==> src/rtl/snn_input_current_scheduler.sv <==
// snn_input_current_scheduler
// Shares one input-current calculator across the neurons of an SNN layer.
// On start it captures the layer input spikes. It then walks the neurons in
// ascending order. For each neuron it fetches the weight row, enables the
// calculator, and strobes that neuron's membrane update. Outputs are decoded
// from the state register and the neuron index. The one exception is
// calc_weights, which passes the weight memory read data straight through
// during CALC.
module snn_input_current_scheduler #(
    parameter int N_NEURONS = 4,
    parameter int M         = 4,
    parameter int WBITS     = 2,
    localparam int IDXW     = (N_NEURONS > 1) ? $clog2(N_NEURONS) : 1
) (
    input  logic                  clk,
    input  logic                  reset,
    input  logic                  start,
    input  logic [M-1:0]          input_spikes,
    output logic                  weight_rd_en,
    output logic [IDXW-1:0]       weight_addr,
    input  logic [M*WBITS-1:0]    weight_rdata,
    output logic                  calc_enable,
    output logic [M-1:0]          calc_spikes,
    output logic [M*WBITS-1:0]    calc_weights,
    output logic [N_NEURONS-1:0]  neuron_update_en,
    output logic [IDXW-1:0]       update_idx,
    output logic                  busy,
    output logic                  done
);

    typedef enum logic [2:0] {
        ST_IDLE   = 3'd0,
        ST_FETCH  = 3'd1,
        ST_CALC   = 3'd2,
        ST_UPDATE = 3'd3,
        ST_DONE   = 3'd4
    } state_t;

    localparam logic [IDXW-1:0] LAST_IDX = IDXW'(N_NEURONS - 1);
    localparam logic [IDXW-1:0] IDX_ONE  = IDXW'(1);

    state_t          state_q, state_d;
    logic [IDXW-1:0] idx_q,   idx_d;
    logic [M-1:0]    spike_q, spike_d;

    // State, neuron index and captured spike vector registers.
    always_ff @(posedge clk or posedge reset) begin
        if (reset) begin
            state_q <= ST_IDLE;
            idx_q   <= {IDXW{1'b0}};
            spike_q <= {M{1'b0}};
        end else begin
            state_q <= state_d;
            idx_q   <= idx_d;
            spike_q <= spike_d;
        end
    end

    // Next-state logic: one FETCH/CALC/UPDATE triple per neuron, then DONE.
    always_comb begin
        state_d = state_q;
        idx_d   = idx_q;
        spike_d = spike_q;
        case (state_q)
            ST_IDLE: begin
                if (start) begin
                    spike_d = input_spikes;
                    idx_d   = {IDXW{1'b0}};
                    state_d = ST_FETCH;
                end else begin
                    state_d = ST_IDLE;
                end
            end
            ST_FETCH: begin
                state_d = ST_CALC;
            end
            ST_CALC: begin
                state_d = ST_UPDATE;
            end
            ST_UPDATE: begin
                // The index stops at the last neuron and never wraps.
                if (idx_q == LAST_IDX) begin
                    state_d = ST_DONE;
                end else begin
                    idx_d   = idx_q + IDX_ONE;
                    state_d = ST_FETCH;
                end
            end
            ST_DONE: begin
                state_d = ST_IDLE;
            end
            default: begin
                state_d = ST_IDLE;
                idx_d   = {IDXW{1'b0}};
            end
        endcase
    end

    // Moore output decode from state and index; calc_weights is the pass-through.
    always_comb begin
        weight_rd_en     = 1'b0;
        weight_addr      = {IDXW{1'b0}};
        calc_enable      = 1'b0;
        calc_weights     = {(M*WBITS){1'b0}};
        neuron_update_en = {N_NEURONS{1'b0}};
        update_idx       = {IDXW{1'b0}};
        done             = 1'b0;
        busy             = (state_q != ST_IDLE);
        calc_spikes      = busy ? spike_q : {M{1'b0}};
        case (state_q)
            ST_FETCH: begin
                weight_rd_en = 1'b1;
                weight_addr  = idx_q;
            end
            ST_CALC: begin
                calc_enable  = 1'b1;
                calc_weights = weight_rdata;
            end
            ST_UPDATE: begin
                update_idx = idx_q;
                for (int n = 0; n < N_NEURONS; n++) begin
                    neuron_update_en[n] = (idx_q == IDXW'(n));
                end
            end
            ST_DONE: begin
                done = 1'b1;
            end
            default: begin
                done = 1'b0;
            end
        endcase
    end

endmodule
==> config.mk <==
export PLATFORM = sky130hd
export DESIGN_NAME = snn_input_current_scheduler
export DESIGN_NICKNAME = d
export VERILOG_FILES = /design/src/rtl/snn_input_current_scheduler.sv
export SDC_FILE = /design/constraint.sdc
export NUM_CORES = 1
export LEC_CHECK = 0
export ABC_CLOCK_PERIOD_IN_PS = 2100
export CORE_MARGIN = 5
export CORE_UTILIZATION = 37
export CTS_BUF_LIST = sky130_fd_sc_hd__clkbuf_2
export DETAILED_ROUTE_END_ITERATION = 6
export GPL_TIMING_DRIVEN = 0
export PLACE_DENSITY = 0.91
export SYNTH_ARGS = -nofsm -noshare
export SYNTH_HDL_FRONTEND = slang
export SYNTH_SLANG_ARGS = --single-unit
==> constraint.sdc <==
create_clock -name clk -period 2.1 [get_ports clk]
set_input_delay 0.21 -clock clk [delete_from_list [all_inputs] [get_ports clk]]
set_output_delay 0.21 -clock clk [all_outputs]
set_load 0.01 [all_outputs]
==> run metrics <==
die span in x 50.6 µm; largest stage delay on the critical path about 0.54 ns; initial antenna violation count 0; hpwl dp 1360 µm; Hold Crit Class input port to async pin; Ys Warns 0; Routability Congestion between 0.6 and 0.7; Yosys cell types 19; status complete, no violations; met1 wire length roughly 620 µm; max-cap violations 0; Post-CTS Hold Fix Bufs 0; Post-Route WL 1610 µm; critical path fanouts, max 10; Leak 0.463 nW; Routed met2 length 819 µm; WP data required ~1.9 ns; Die H 50.6 µm; Setup-failing EPs final 0; Syn Nets 81; total power 0.00130 W; Routed wire per std cell 13.4 µm; crit path DAT 1.77 ns; GRT overflow 0; cts bufs inserted 3; largest cells by area after synthesis dfrtp_1, and2_1, mux2_4, ha_1, nor2b_1; Worst-Margin Slew 0.405 ns; Starting Density 0.395; Synth-to-Final Area Change 72.7%; residual DRC count 0; CP endpoint kind output pin; fillers 126; Final #Nets 124; vias in the first global route 577; mux contribution to synthesized area 0.0986; Pre-antenna DRT Iters 4; number of I/O port buffers 38; RSZ-0062 raised after global routing no; clk_lat worst skew 0.23 ns; setup bufs post-CTS 0; # H-tree levels 1; CP top delay family buffers and inverters; global-route wire length before repair roughly 2600 µm; Peak VDD IR 0.000596 V; post-synthesis compound-gate area fraction 0.0411; Post-Synth XOR/XNOR Area 0; CTS tree yes; Mean Syn Cell Area approximately 10 µm²; Worst path slowest cell clkdlybuf4s50_1; layout cells sized above 1 0.173; DR vias/cell ~4.7; period utilisation layout 0.942; core box area about 1500 µm²; Startpoint Class flip-flop; Max-Slew Margin vs Limit 0.728; uppermost layer routed met4; Mapped Area 609 µm²; Power Density 1240 nW/µm²; met3 wire length 154 µm; Synth top area share 0.370; placed insts 116; post-synthesis adder-cell area fraction 0.0821; # IOs 39; critical-path cell list nor3b_2 > buf_4 > and2_1 > clkdlybuf4s50_1; DR vias 560; total negative slack 0 ns; clock root cell clkbuf_2; Max Clk Rate 505 MHz; CP Buf/Inv Count 2; Fin. Hold Viols 0; TritonCTS Sinks 9; antenna viol nets, final 0; total track usage 0.136; clk_skew 0.00533 ns; Initial DRC Count 4; largest net degree at the start of global routing 11; largest family of logic cells by synthesized area simple AND/OR/NAND/NOR gates; DIE AREA 2560 µm²; clk slew on worst S/H paths 0.09 ns; Post-Synthesis Cells 62; Diodes inserted 0; non-filler cells in the finished layout 120; area leader, netlist dfrtp_1; site row count 14; CTS max path bufs 2; pins over their slew limit 0; Worst Path Class, Setup flip-flop to output pin; min Tclk post-route 1.98 ns; post-synthesis simple-gate area fraction 0.353; Synth Register Bits 9; Seq/Total Area, Yosys 0.370; post-layout utilization of the core 0.683
==> repair_timing <==
action	in CTS	in global routing
endpoints found under the setup margin	8	15
resized for setup	1	9
pin swaps	0	0
==> flip-flops by register name (all words and copies together), names as in the netlist <==
name	count
spike_q	4
state_q	3
idx_q	2
==> cell usage in the layout, fill, tap and decap left out, drive strengths merged <==
master	n
a21oi	1
and2	17
and3b	1
buf	2
clkbuf	4
clkdlybuf4s50	38
dfrtp	9
ha	4
inv	5
mux2	4
nand2	2
nand2b	1
nand3	2
nor2b	5
nor3	1
nor3b	3
o21a	1
o22ai	2
or2	1
or4b	1
==> where the power goes <==
group | internal (W) | switching (W)
Sequential | 0.000255 | 0.0000929
Combinational | 0.000514 | 0.000333
Clock | 0.0000507 | 0.0000551
Total | 0.000820 | 0.000481
==> cell usage after synthesis <==
cell / count
nor3_1: 1
clkbuf_1: 1
buf_6: 1
nor2b_1: 5
or4b_1: 1
and3b_2: 1
inv_1: 5
o21a_1: 1
a21oi_1: 1
ha_1: 4
o22ai_1: 2
mux2_4: 4
nand3_1: 2
nand2b_1: 1
and2_1: 17
or2_2: 1
nor3b_1: 3
dfrtp_1: 9
nand2_1: 2
==> final timing paths <==
check	from	endpoint	slack (ns)	cells after the start
max	state_q[0]	calc_weights[0]	0.12	4
min	reset	spike_q[1]	0.24	2
max reg2reg	state_q[1]	spike_q[0]	0.54	3
min in group clk	spike_q[0]	spike_q[0]	0.52	1
min reg2reg	spike_q[0]	spike_q[0]	0.52	1
max in group asynchronous	reset	state_q[1]	1.59	2
==> worst register-to-register path, stage by stage (launching register included) <==
cell and delay [ns]:
dfrtp_2 0.46, or4b_1 0.55, buf_6 0.16, mux2_4 0.29
==> area by class of cell <==
class	instances	area [µm²]	share of cell area
multi-input combinational	46	365	0.347
buffer	2	18.8	0.0178
timing repair buffer	38	380	0.361
tap	16	20.0	0.0190
inverter	5	18.8	0.0178
sequential	9	229	0.218
clock buffer	4	20.0	0.0190
==> layer usage <==
| metal | up-vias | track usage |
|---|---|---|
| met5 | - | 0 |
| met4 | 0 | 0.0511 |
| met3 | 2 | 0.0592 |
| met2 | 27 | 0.229 |
| met1 | 248 | 0.148 |
| li1 | 283 | - |
==> kinds of logic (layout without fill, tap and decap cells) <==
logic type | Yosys count | after routing
multiplexers | 4 | 4
AND/OR/NAND/NOR | 34 | 34
AO/OA/AOI/OAI | 4 | 4
buffers and inverters | 7 | 49
flip-flops | 9 | 9
adder cells (fa/ha/maj) | 4 | 4
==> per-stage QoR <==
stage	hold WS (ns)	cell area (µm²)	worst slack, ns
floorplan	0.0379	609	0.610
global placement	0.484	1010	0.233
detailed placement	0.493	1010	0.177
CTS	0.255	1030	0.00256
global route	0.253	1050	0.0107
finish	0.244	1050	0.122
No activity file was read; power rests on OpenSTA's default activity.
